File: src/rtl/bin_to_bcd_seq_v_if.sv
// Handshake bundle for the sequential binary-to-BCD converter.
// master: the calculator/display side driving values in and accepting results.
// slave : the converter itself.
interface bin_to_bcd_seq_v_if #(
    parameter int WIDTH  = 8,
    parameter int DIGITS = 3
);
    logic                  i_valid;
    logic [WIDTH-1:0]      i_bin;
    logic                  o_ready;
    logic                  o_valid;
    logic                  i_ready;
    logic [4*DIGITS-1:0]   o_bcd;
    logic                  o_busy;

    modport master (
        output i_valid, i_bin, i_ready,
        input  o_ready, o_valid, o_bcd, o_busy
    );

    modport slave (
        input  i_valid, i_bin, i_ready,
        output o_ready, o_valid, o_bcd, o_busy
    );
endinterface

File: src/rtl/bin_to_bcd_seq_v.sv
// Sequential binary-to-BCD converter (double-dabble, one bit per clock).
// A value is captured in IDLE, shifted WIDTH times in SHIFT, then held in DONE
// until downstream takes it. Only one conversion is in flight at a time.
module bin_to_bcd_seq_v #(
    parameter int WIDTH  = 8,
    parameter int DIGITS = 3
) (
    input  logic               i_clk,
    input  logic               i_rst,
    bin_to_bcd_seq_v_if.slave  bus
);
    localparam int BW = 4 * DIGITS;
    localparam int CW = $clog2(WIDTH + 1);
    localparam logic [CW-1:0] LAST = CW'(WIDTH - 1);

    typedef enum logic [1:0] {
        IDLE,
        SHIFT,
        DONE
    } state_t;

    state_t          state_q, state_d;
    logic [CW-1:0]   cnt_q;
    logic [BW-1:0]   bcd_q;
    logic [WIDTH-1:0] bin_q;
    logic [BW-1:0]   bcd_out_q;
    logic            valid_q;

    logic [BW-1:0]       bcd_adj;
    logic [BW+WIDTH-1:0] shifted;
    logic [BW-1:0]       next_bcd;
    logic [WIDTH-1:0]    next_bin;
    logic                ready;
    logic                busy;

    // Add-3 to every digit that is 5 or more, then shift {bcd,bin} left by one.
    always_comb begin
        // NOTE: every combinational output gets a default before any branch so no latch is inferred.
        bcd_adj = bcd_q;
        for (int d = 0; d < DIGITS; d++) begin
            if (bcd_q[4*d +: 4] >= 4'd5) begin
                bcd_adj[4*d +: 4] = bcd_q[4*d +: 4] + 4'd3;
            end
        end
        shifted  = {bcd_adj, bin_q} << 1;
        next_bcd = shifted[BW+WIDTH-1 -: BW];
        next_bin = shifted[WIDTH-1:0];
    end

    // State register.
    always_ff @(posedge i_clk or posedge i_rst) begin
        if (i_rst) begin
            state_q <= IDLE;
        end else begin
            // NOTE: sequential state uses non-blocking assignment so every flop samples pre-edge values.
            state_q <= state_d;
        end
    end

    // Next-state and status outputs; o_ready is held low while reset is asserted.
    always_comb begin
        state_d = state_q;
        ready   = 1'b0;
        busy    = 1'b0;
        unique case (state_q)
            IDLE: begin
                ready = ~i_rst;
                if (bus.i_valid) state_d = SHIFT;
            end
            SHIFT: begin
                busy = 1'b1;
                if (cnt_q == LAST) state_d = DONE;
            end
            DONE: begin
                if (bus.i_ready) state_d = IDLE;
            end
            default: state_d = IDLE;
        endcase
    end

    // Datapath: capture, iterate, publish the finished digits, and retire on handoff.
    always_ff @(posedge i_clk or posedge i_rst) begin
        if (i_rst) begin
            cnt_q     <= '0;
            bcd_q     <= '0;
            bin_q     <= '0;
            bcd_out_q <= '0;
            valid_q   <= 1'b0;
        end else begin
            unique case (state_q)
                IDLE: begin
                    if (bus.i_valid) begin
                        bin_q <= bus.i_bin;
                        bcd_q <= '0;
                        cnt_q <= '0;
                    end
                end
                SHIFT: begin
                    bcd_q <= next_bcd;
                    bin_q <= next_bin;
                    cnt_q <= cnt_q + 1'b1;
                    if (cnt_q == LAST) begin
                        bcd_out_q <= next_bcd;
                        valid_q   <= 1'b1;
                    end
                end
                DONE: begin
                    if (bus.i_ready) valid_q <= 1'b0;
                end
                default: ;
            endcase
        end
    end

    assign bus.o_ready = ready;
    assign bus.o_busy  = busy;
    assign bus.o_valid = valid_q;
    assign bus.o_bcd   = bcd_out_q;
endmodule

File: src/flat_wrapper.sv
// flat-port wrapper written by rule: the top's interface ports become plain ports
module bin_to_bcd_seq_v_flat 
#(
    parameter int WIDTH  = 8,
    parameter int DIGITS = 3
)
  (i_clk, i_rst, bus_i_valid, bus_i_bin, bus_i_ready, bus_o_ready, bus_o_valid, bus_o_bcd, bus_o_busy);
  bin_to_bcd_seq_v_if #(.WIDTH(WIDTH), .DIGITS(DIGITS)) bus_i ();
  input  logic i_clk;
  input  logic i_rst;
  input wire logic [$bits(bus_i.i_valid)-1:0] bus_i_valid;
  input wire logic [$bits(bus_i.i_bin)-1:0] bus_i_bin;
  input wire logic [$bits(bus_i.i_ready)-1:0] bus_i_ready;
  output wire logic [$bits(bus_i.o_ready)-1:0] bus_o_ready;
  output wire logic [$bits(bus_i.o_valid)-1:0] bus_o_valid;
  output wire logic [$bits(bus_i.o_bcd)-1:0] bus_o_bcd;
  output wire logic [$bits(bus_i.o_busy)-1:0] bus_o_busy;
  assign bus_i.i_valid = bus_i_valid;
  assign bus_i.i_bin = bus_i_bin;
  assign bus_i.i_ready = bus_i_ready;
  assign bus_o_ready = bus_i.o_ready;
  assign bus_o_valid = bus_i.o_valid;
  assign bus_o_bcd = bus_i.o_bcd;
  assign bus_o_busy = bus_i.o_busy;
  bin_to_bcd_seq_v #(.WIDTH(WIDTH), .DIGITS(DIGITS)) u_core (.i_clk(i_clk), .i_rst(i_rst), .bus(bus_i));
endmodule
File: config.mk
export PLATFORM = sky130hd
export DESIGN_NAME = bin_to_bcd_seq_v_flat
export DESIGN_NICKNAME = d
export VERILOG_FILES = /design/src/rtl/bin_to_bcd_seq_v_if.sv /design/src/rtl/bin_to_bcd_seq_v.sv /design/src/flat_wrapper.sv
export SDC_FILE = /design/constraint.sdc
export NUM_CORES = 1
export LEC_CHECK = 0
export ABC_AREA = 1
export CAP_MARGIN = 20
export CORE_MARGIN = 2
export CORE_UTILIZATION = 48
export DETAILED_ROUTE_END_ITERATION = 12
export PLACE_DENSITY = 0.75
export SLEW_MARGIN = 5
export SYNTH_ARGS = -nofsm -noshare
export SYNTH_HDL_FRONTEND = slang
export SYNTH_SLANG_ARGS = --single-unit
File: constraint.sdc
create_clock -name i_clk -period 1.32 [get_ports i_clk]
set_input_delay 0.396 -clock i_clk [delete_from_list [all_inputs] [get_ports i_clk]]
set_output_delay 0.396 -clock i_clk [all_outputs]
set_load 0.005 [all_outputs]
# After elaboration in Yosys (flattened, before gate mapping)
# Cells that the tools add are included.
[op_classes] add_sub_neg=4 order_cmp=3 eq_ne=6 mux=18 bitwise=1 reduce_logical=7
[op_table] cell="$pmux 12 s2" count=1
[op_table] cell="$pmux 8 s2" count=1
[op_table] cell="$ge 4x3->1 const B" count=3
[op_table] cell="$mux 12" count=1
[op_table] cell="$mux 4" count=3
[op_table] cell="$add 4x2->4 const B" count=2
[op_table] cell="$mux 8" count=1
[op_table] cell="$pmux 4 s2" count=1
[op_table] cell="$mux 2" count=3
[op_table] cell="$pmux 2 s3" count=1
[op_table] cell="$reduce_and 3->1" count=2
[op_table] cell="$add 4x1->4 const B" count=1
[op_table] cell="$eq 4x3->1 const B" count=1
[op_table] cell="$mux 1" count=4
[op_table] cell="$ne 2x2->1 const B" count=2
[op_table] cell="$reduce_and 2->1" count=2
[op_table] cell="$reduce_bool 2->1" count=2
[op_table] cell="$add 3x2->3 const B" count=1
[op_table] cell="$mux 3" count=1
[op_table] cell="$eq 2x1->1 const B" count=1
[op_table] cell="$eq 2x2->1 const B" count=1
[op_table] cell="$logic_not 2->1" count=1
[op_table] cell="$ne 2x1->1 const B" count=1
[op_table] cell="$pmux 1 s2" count=1
[op_table] cell="$not 1->1" count=1
[totals] regBits=39 in_bits=12 output_inout_bits=15 wordCells=45

# Logic depth before layout (Yosys ltp)
# Gate-level depths: netlist (run 1).
[logic_depth] word_depth=3 ltp_mapped=8 mapped_depth_nobuf=8

# Worst setup path after synthesis (run 1)
# Ideal clock, no wire load.
[synth_timing] path_type="register -> register" from="register u_core.cnt_q[0]" to="register u_core.bcd_out_q[8] (netlist: u_core.bus.o_bcd[8])" setup_time_ns=0.118 arrival_ns=1.199 required_ns=1.202 slack_ns=0.003 stages_incl_launch_ff=8 path_buffers=1 period_less_slack_ns=1.317 path_cell_list="dfrtp_1 -> ha_1 -> nand3_1 -> nor2_8 -> inv_6 -> buf_6 -> nand2_1 -> nand2_1"
[synth_via] elab_chain_len=2
[synth_rtl] item="start: declaration" line="bin_to_bcd_seq_v.sv:23" source="logic [CW-1:0] cnt_q;"
[synth_rtl] item="start signal: assignment" line="bin_to_bcd_seq_v.sv:101" source="cnt_q <= cnt_q + 1'b1;"
[synth_rtl] item="$eq 4x3->1" line="bin_to_bcd_seq_v.sv:102" source="if (cnt_q == LAST) begin"
[synth_rtl] item="$reduce_and 2->1 (no source line)"
[synth_rtl] item="end signal: assignment" line="bin_to_bcd_seq_v.sv:103" source="bcd_out_q <= next_bcd;"
[synth_rtl] item="end: declaration" line="bin_to_bcd_seq_v.sv:26" source="logic [BW-1:0] bcd_out_q;"
# Every way passes these cells.
# A chain may end at the register's enable or synchronous reset.

# Worst setup path in the final report (run 1)
[layout_timing] from="register u_core.state_q[1]" to="output port bus_o_ready"
[layout_via] elab_chain_len=2
[layout_rtl] item="start: declaration" line="bin_to_bcd_seq_v.sv:22" source="state_t state_q, state_d;"
[layout_rtl] item="start signal: assignment" line="bin_to_bcd_seq_v.sv:56" source="state_q <= state_d;"
[layout_rtl] item="$logic_not 2->1" line="bin_to_bcd_seq_v.sv:65" source="unique case (state_q)"
[layout_rtl] item="$mux 1" line="bin_to_bcd_seq_v.sv:65"
[layout_rtl] item="end: declaration" line="flat_wrapper.sv:14" source="output wire logic [$bits(bus_i.o_ready)-1:0] bus_o_ready;"
# Every way passes these cells.

==> results by group, run 1 <==
Synth
  • Predominant post-synthesis flop cell: dfrtp_1
  • Sequential fraction of the synthesis area: ~52%
  • Asr flop ratio synth: 100%
  • Mean Syn Cell Area: 8.31 um2
  • EDFF count, synth: 0
  • Synth area leaders: dfrtp_1, nand2_1, nand3_1
  • Leading area contributor after synthesis: dfrtp_1
  • #FFs+latches synth: 39
  • Synthesis Warnings: 0
  • Synth cell types: 24
  • Top cells by count, synth: nand2_1, dfrtp_1, nand3_1
  • Most frequent cell after synthesis: nand2_1
  • Mapped Cells: roughly 230
  • Post-synthesis net count: about 250
  • Synth top area share: between 50% and 60%
  • Mapped cell area: around 1900 um2

Layout
  • Final Net Count: 300
  • ANT cells: 0
  • Area Overhead vs Synth: 36.9%
  • Non-Filler Instances: 330
  • Layout cells sized above 1: between 20 and 25%
  • Fill cells: ~310

STA
  • # setup viols final: 2
  • Final min period: around 1.5 ns
  • Final slew viol count: 0
  • Final hold vios: 0
  • Worst slew margin: between 80% and 90%
  • Peak Freq: about 0.7 GHz
  • RSZ-0062 raised after global routing: true
  • Final period util: 110%
  • Final WS setup: -0.134 ns
  • Setup Skew: between 0.007 and 0.008 ns
  • Worst slew pin tran: roughly 0.29 ns

Drt
  • Post-Route WL: ~4000 um
  • DR DRC count: 0
  • Routed vias: ~1,600
  • Via density: 4.98
  • Routed Antenna Nets: 0
  • TritonRoute pass-1 iters: 4
  • Initial DRC count: approximately 150
  • WL/cell: 11.8 um

Setup path
  • Worst EP arrival: 1.06 ns
  • End of the worst register-to-register path: u_core.bcd_q[6]
  • Worst setup startpoint: u_core.state_q[1]
  • Startpoint types: flip-flop
  • CP top delay family: flip-flops
  • R2R depth: 7
  • CP bufs+invs: 2
  • Critical path class: flip-flop to output port
  • CP cell instances: buf_6 > nor3_4 > buf_2
  • Critical Path Max Stage Delay: ~0.4 ns
  • Worst r2r src: u_core.bcd_q[4]
  • CP Max Fanout: 2
  • WP data required: about 0.92 ns
  • CP max stage cell: dfrtp_1
  • Crit end category: output port
  • Reg-to-reg setup timing slack: roughly 0.08 ns
  • Instance count on the critical path: 3

Die
  • Die height: approximately 67 um
  • Chip width: 66.7 um
  • # rows: 22
  • Core footprint: ~3700 um2
  • Top-level I/O count: 27
  • Effective utilization at floorplan: 50.7%
  • Die area: ~4400 um2

Place
  • Port bufs: 26
  • RD Place Congestion: just under 0.9
  • Placed Cells: between 300 and 400
  • DP Wirelength: roughly 2600 um

CTS
  • Clock transition at path regs: roughly 0.080 ns
  • Worst skew pair latency: approximately 0.29 ns
  • Hold-fix buffers, CTS: 0
  • CTS buffer count: 5
  • Number of H-tree levels: 2
  • Clock tree sinks: 39
  • Maximum buffer depth of the clock tree: 2
  • Clk root buf: clkbuf_8
  • Clock tree from TritonCTS: built

Power and ir drop
  • Power Dens Cells: roughly 2200 nW/um2
  • Leakage: between 1 and 1.5 nW
  • Worst vdd ir: roughly 1.1 mV
  • Design Power: about 5.8 mW

Status
  • Status: finished with violations
  • Failing checks: setup timing

GRT
  • First-pass GRT wire length: 6690 um
  • Tot GR Track Use: 20.2%
  • Total gr overflow: 0
  • Vias in the first global route: 1,535
  • Pin count of the biggest net entering global routing: 40
  • Initial antenna violation count: 0

Hold path
  • Hold Crit Class: input pin to async pin

Flow run
  • Max-cap violation count: 0
placed cells by master (no fill, tap or decap), types with 6 or more instances in the layout:
cell type and count:
ha_1 6, o21ai_0 7, buf_4 18, nand4_1 6, nand3_1 25, dfrtp_1 38
clkdlybuf4s15_1 13, nor2_1 6, inv_1 13, nand2_1 86, clkdlybuf4s50_1 10
cells by family (layout without fill, tap and decap cells):
kind of cell,after synthesis,after routing,synth area share (%)
compound gates,19,19,5.77
fa+ha+maj,7,7,4.64
buf+inv,24,79,5.77
flops,39,39,51.8
simple gates,138,138,32.1
area by class of cell:
type                    instances  area (um2)  share of cell area (%)
clock buffers                   7        76.3                    2.96
clock inverters                 1        5.00                   0.194
inverters                      20        87.6                    3.39
multi-input cells             164         871                    33.7
flip-flops and latches         39         977                    37.9
well taps                      48        60.1                    2.33
repair buffers                 51         504                    19.5
power breakdown:
group          internal [mW]  switching (mW)  total, mW  leakage [nW]
Combinational           1.37            1.57       2.94         0.782
Sequential              1.72           0.343       2.06         0.494
Clock                  0.371           0.407      0.778        0.0422
through the flow:
stage          cell area, um2  hold slack [ns]  setup TNS, ns  worst slack, ns  util, %
2_1_floorplan            1890            0.442              0          0.00295        -
3_3_place_gp             2350            0.457          -4.05           -0.538     63.2
3_5_place_dp             2350            0.465          -4.13           -0.600     63.2
4_1_cts                  2510            0.353         -0.208           -0.141     67.5
5_1_grt                  2580            0.360         -0.317           -0.179     69.5
6_report                 2580            0.333         -0.210           -0.134     69.5
tightest hold or removal path, stage by stage:
cell and delay [ns]:
dlygate4sd2_1 0.27, inv_1 0.10, buf_12 0.23
state kept, by name (all words and copies together), names as in the netlist:
signal / flops
u_core.state_q: 2
u_core.cnt_q: 4
u_core.bus.o_bcd: 12
u_core.bcd_q: 12
u_core.bin_q: 8
u_core.bus.o_valid: 1
metal layers:
metal	vias up	GRT usage, %	part of all wire [%]
met5	-	0	0
li1	846	-	-
met2	31	33.8	50
met3	5	6.08	4.0
met1	762	25.7	45
met4	0	4.59	1.1
worst max-delay path by stage:
stage                     slack (ns)                   to
after floorplan                0.003  u_core.bus.o_bcd[8]
after global placement         -0.54          bus_o_ready
after detailed placement       -0.60          bus_o_ready
after CTS                      -0.14          bus_o_ready
after global routing           -0.18          bus_o_ready
final                          -0.13          bus_o_ready
timing repair:
action / 4_1_cts / 5_1_grt
endpoints found under the setup margin: 19 / 38
gates resized for setup: 44 / 23
pin swaps: 3 / 6
setup buffers: 9 / 2
Power figures use the tool's default switching activity.
==> inputs of run 2 (changes only) <==
--- a/config.mk
+++ b/config.mk
@@ -8,9 +8,9 @@
 export ABC_AREA = 1
 export CAP_MARGIN = 20
 export CORE_MARGIN = 2
-export CORE_UTILIZATION = 48
+export CORE_UTILIZATION = 30
 export DETAILED_ROUTE_END_ITERATION = 12
-export PLACE_DENSITY = 0.75
+export PLACE_DENSITY = 0.52
 export SLEW_MARGIN = 5
 export SYNTH_ARGS = -nofsm -noshare
 export SYNTH_HDL_FRONTEND = slang
==> run 2 against run 1 <==
Net effect: the run still ends with setup timing left; register-to-register slack gained 0.02 ns; wire length up 4.9%; largest cell class unchanged; hold slack lost 0.0056 ns.
==> results by group, run 2 (synthesis gave the netlist of run 1 again) <==
Status
  • Status: finished with violations
  • Failing checks: setup timing

STA
  • # setup viols final: 2
  • RSZ-0062 raised after global routing: true
  • Worst slew pin tran: between 0.3 and 0.4 ns
  • Worst slew margin: approximately 79%
  • Final period util: 110%
  • Setup Skew: 0.00821 ns
  • Final min period: 1.45 ns
  • Final slew viol count: 0
  • Final WS setup: -0.133 ns
  • Final hold vios: 0
  • Peak Freq: 0.688 GHz

Hold path
  • Hold Crit Class: input pin to async pin

Layout
  • ANT cells: 0
  • Final Net Count: just over 300
  • Area Overhead vs Synth: 42.1%
  • Most frequent cells in the layout: nand2_1, dfrtp_1, nand3_1
  • Layout cells sized above 1: 23.4%
  • Commonest non-fill, non-tap cell in the layout: nand2_1
  • Final Core Density: around 45%

Setup path
  • CP top delay family: flip-flops
  • R2R depth: 5
  • CP max stage cell: dfrtp_1
  • CP cell instances: buf_6 > nor3_4 > buf_2
  • End of the worst register-to-register path: u_core.bcd_q[3]
  • Critical path class: flip-flop to output port
  • Crit end category: output port
  • Worst EP arrival: 1.06 ns
  • Worst r2r src: u_core.bcd_q[0]
  • Critical Path Max Stage Delay: slightly above 0.4 ns
  • WP data required: between 0.9 and 1 ns
  • Reg-to-reg setup timing slack: around 0.10 ns
  • CP bufs+invs: 2
  • CP Max Fanout: 2
  • Startpoint types: flip-flop

Drt
  • Post-Route WL: roughly 4100 um
  • TritonRoute pass-1 iters: 4
  • WL/cell: about 11 um
  • Routed vias: ~1,700
  • DR DRC count: 0
  • Routed Antenna Nets: 0
  • Initial DRC count: between 70 and 80
  • Via density: ~4.6

Die
  • Top-level I/O count: 27
  • Die area: a little under 7000 um2
  • Effective utilization at floorplan: roughly a third
  • Chip width: approximately 83 um
  • # rows: 28
  • Core footprint: 5990 um2
  • Die height: around 83 um

CTS
  • Maximum buffer depth of the clock tree: 2
  • Worst skew pair latency: roughly 0.29 ns
  • Clock transition at path regs: 0.08 ns
  • Clock tree from TritonCTS: built
  • CTS buffer count: 5
  • Hold-fix buffers, CTS: 0
  • Number of H-tree levels: 2
  • Clock tree sinks: 39
  • Clk root buf: clkbuf_8

GRT
  • Tot GR Track Use: roughly an eighth
  • Vias in the first global route: about 1,600
  • Pin count of the biggest net entering global routing: 40
  • First-pass GRT wire length: 7270 um
  • Initial antenna violation count: 0
  • Total gr overflow: 0

Place
  • Place WS: -0.559 ns
  • Port bufs: 26
  • DP Wirelength: about 2700 um
  • RD Place Congestion: around 0.82

Flow run
  • Max-cap violation count: 0

Power and ir drop
  • Worst vdd ir: around 0.87 mV
  • Leakage: 1.35 nW
  • Power Dens Cells: about 2300 nW/um2
  • Design Power: 6.11 mW
-- run 2: power by group --
group	leakage, nW	internal, mW	switching [mW]
Clock	0.0612	0.612	0.439
Combinational	0.793	1.43	1.56
Sequential	0.495	1.71	0.351
-- run 2: how the worst max path moves through the flow --
stage | from | endpoint | slack, ns | depth (start not counted)
after floorplan | u_core.cnt_q[0] | u_core.bus.o_bcd[8] | 0.003 | 7
after global placement | i_rst | bus_o_ready | -0.54 | 3
after detailed placement | i_rst | bus_o_ready | -0.56 | 3
after CTS | u_core.state_q[1] | bus_o_ready | -0.14 | 3
after global routing | u_core.state_q[1] | bus_o_ready | -0.19 | 3
final | u_core.state_q[1] | bus_o_ready | -0.13 | 3
-- run 2: repair_timing --
action | 4_1_cts | 5_1_grt
buffers inserted | 10 | 2
gates resized for setup | 41 | 30
setup endpoints to repair | 19 | 35
pin swaps | 1 | 5
-- run 2: final cells by class --
class / instances / area (um2)
well taps: 75 / 93.8
multi-input cells: 164 / 891
inverters: 20 / 85.1
repair buffers: 55 / 515
clock buffers: 6 / 82.6
flip-flops and latches: 39 / 976
fillers: 597 / 3310
clock inverters: 2 / 35.0
-- run 2: worst register-to-register path, stage by stage (launching register included) --
cell and delay (ns):
dfrtp_1 0.42, inv_1 0.09, ha_1 0.16, nor2_1 0.05, o21ai_0 0.27, o22ai_1 0.11
-- run 2: metal layers --
metal,up-vias,track usage (%),part of all wire (%)
met2,34,20.7,47
met5,-,0,0
li1,857,-,-
met1,760,16.4,48
met3,9,3.08,3.5
met4,0,5.51,2.0
-- run 2: metrics by stage --
stage | hold WS (ns) | area, um2 | std cells | setup TNS (ns)
global placement | 0.463 | 2380 | 342 | -4.48
floorplan | 0.442 | 1890 | 227 | 0
detailed placement | 0.466 | 2380 | 342 | -4.60
global route | 0.351 | 2680 | 361 | -0.328
finish | 0.328 | 2680 | 361 | -0.197
CTS | 0.312 | 2580 | 360 | -0.220
==> inputs of run 3 (changes only) <==
--- a/config.mk
+++ b/config.mk
@@ -11,6 +11,7 @@
 export CORE_UTILIZATION = 30
 export DETAILED_ROUTE_END_ITERATION = 12
 export PLACE_DENSITY = 0.52
+export SETUP_SLACK_MARGIN = 0.05
 export SLEW_MARGIN = 5
 export SYNTH_ARGS = -nofsm -noshare
 export SYNTH_HDL_FRONTEND = slang
==> run 3 against run 2 <==
Net effect: power grew 9.8%; sequential power grew 4%; the run still ends with setup timing left; utilization grew 4.0 points; design area grew 8.9%; die area is the same; highest routed layer unchanged; clock-buffer cell count is the same; maximum frequency grew 2.1%; critical path depth is the same; via count grew 2.3%; flip-flop and latch count is the same; wire length grew 11%; final cell count grew 2.2%.
==> results by group, run 3 (synthesis gave the netlist of run 1 again) <==
Status
  • Status: finished with violations
  • Failing checks: setup timing

Layout
  • Non-Filler Instances: about 370
  • Final Net Count: around 310
  • Most frequent cells in the layout: nand2_1, dfrtp_1, buf_4
  • Area Overhead vs Synth: 54.7%
  • Design area: around 2900 um2
  • ANT cells: 0
  • Layout cells sized above 1: between 40% and 50%
  • Final Core Density: 48.7%
  • Fill cells: a little under 600
  • Commonest non-fill, non-tap cell in the layout: nand2_1

CTS
  • Clock transition at path regs: about 0.08 ns
  • Maximum buffer depth of the clock tree: 2
  • Clk root buf: clkbuf_8
  • CTS buffer count: 5
  • Number of H-tree levels: 2
  • Clock tree sinks: 39
  • Clock tree from TritonCTS: built
  • Worst skew pair latency: roughly 0.30 ns

Die
  • Effective utilization at floorplan: a little under a third
  • Die height: 83.3 um
  • # rows: 28
  • Top-level I/O count: 27
  • Chip width: 83.3 um
  • Die area: 6940 um2
  • Core footprint: ~6000 um2

Drt
  • DR DRC count: 0
  • Routed vias: 1,699
  • Post-Route WL: ~4500 um
  • TritonRoute pass-1 iters: 4
  • WL/cell: around 12 um
  • Initial DRC count: 75
  • Via density: approximately 4.6
  • Routed Antenna Nets: 0

STA
  • Peak Freq: 0.702 GHz
  • Final WS setup: -0.104 ns
  • Worst slew pin tran: about 0.3 ns
  • # setup viols final: 2
  • RSZ-0062 raised after global routing: true
  • Worst hold slack: slightly below 0.4 ns
  • Setup TNS: -0.185 ns
  • Setup Skew: 0.00720 ns
  • Final min period: ~1.4 ns
  • Final hold vios: 0
  • Final period util: 108%
  • Worst slew margin: around 80%
  • Final slew viol count: 0

Place
  • RD Place Congestion: 0.782
  • DP Wirelength: around 2800 um
  • Placed inst area: 2370 um2
  • Placed Cells: 341
  • Place WS: -0.563 ns
  • Port bufs: 26

Setup path
  • CP Max Fanout: 2
  • Reg-to-reg setup timing slack: ~0.040 ns
  • Crit end category: output port
  • End of the worst register-to-register path: u_core.bus.o_bcd[5]
  • Critical path class: flip-flop to output port
  • Startpoint types: flip-flop
  • Worst setup startpoint: u_core.state_q[1]
  • Worst r2r src: u_core.state_q[1]
  • WP data required: between 0.9 and 1 ns
  • Worst EP arrival: 1.03 ns
  • R2R depth: 8

GRT
  • First-pass GRT wire length: roughly 7400 um
  • Total gr overflow: 0
  • Tot GR Track Use: 13.2%
  • Vias in the first global route: about 1,700
  • Pin count of the biggest net entering global routing: 31
  • Initial antenna violation count: 0

Power and ir drop
  • Switching component of the power: about 2.8 mW
  • Power Internal: just under 4 mW
  • Clock share of power: 12.4%
  • Combinational fraction of design power: between 50% and 60%
  • Leakage: 1.54 nW
  • Power Dens Cells: ~2300 nW/um2
  • Sw Ratio: ~42%
  • Design Power: between 6 and 7 mW
  • Sequential share of power: 32.0%
  • Worst vdd ir: 0.862 mV

Hold path
  • Hold Crit Class: input pin to async pin

Flow run
  • Max-cap violation count: 0
[run 3: changes by cell type in the layout (fill, tap and decap cells not counted), sizes merged]
| cell | before | now |
|---|---|---|
| buf | 31 | 52 |
| clkdlybuf4s15 | 11 | 0 |
| bufinv | 1 | 0 |
| clkbuf | 8 | 7 |
| clkinvlp | 0 | 1 |
| inv | 20 | 19 |
[run 3: final cells by class]
| cell class | instances | area (um2) | share of cell area [%] |
|---|---|---|---|
| clock buffers | 6 | 82.6 | 2.83 |
| clock inverters | 1 | 5.00 | 0.172 |
| inverters | 20 | 91.3 | 3.13 |
| multi-input cells | 164 | 1120 | 38.6 |
| flip-flops and latches | 39 | 978 | 33.5 |
| well taps | 75 | 93.8 | 3.22 |
| repair buffers | 64 | 542 | 18.6 |
[run 3: worst max-delay path: stages, from the launching register on]
cell and delay [ns]:
dfrtp_1 0.40, buf_6 0.12, nor3_2 0.08, buf_2 0.12
[run 3: power by group through the flow]
stage	registers (mW)	logic, mW	clock network, mW
after floorplan	2.03	1.62	0
after global placement	2.06	2.63	0
after detailed placement	2.07	2.67	0
after CTS	2.04	2.76	0.870
after global routing	2.22	4.16	0.896
final	2.15	3.73	0.831
[run 3: repair_timing]
action                                  CTS  global route
gates cloned                              0             1
setup buffers                            14             8
hold buffers                              0             0
resized for setup                        70            90
pin swaps                                 1            37
endpoints found under the setup margin   25            35
[run 3: worst max-delay path by stage]
stage,end,cells past startpoint
after floorplan,u_core.bus.o_bcd[8],7
after global routing,bus_o_ready,3
after detailed placement,bus_o_ready,3
after CTS,bus_o_ready,3
final,bus_o_ready,3
after global placement,bus_o_ready,3
[run 3: per-layer routing]
layer | share of wire (%) | global-route usage (%)
met1 | 47 | 16.3
met2 | 48 | 21.9
met3 | 3.4 | 2.68
met4 | 1.7 | 6.86
met5 | 0 | 0
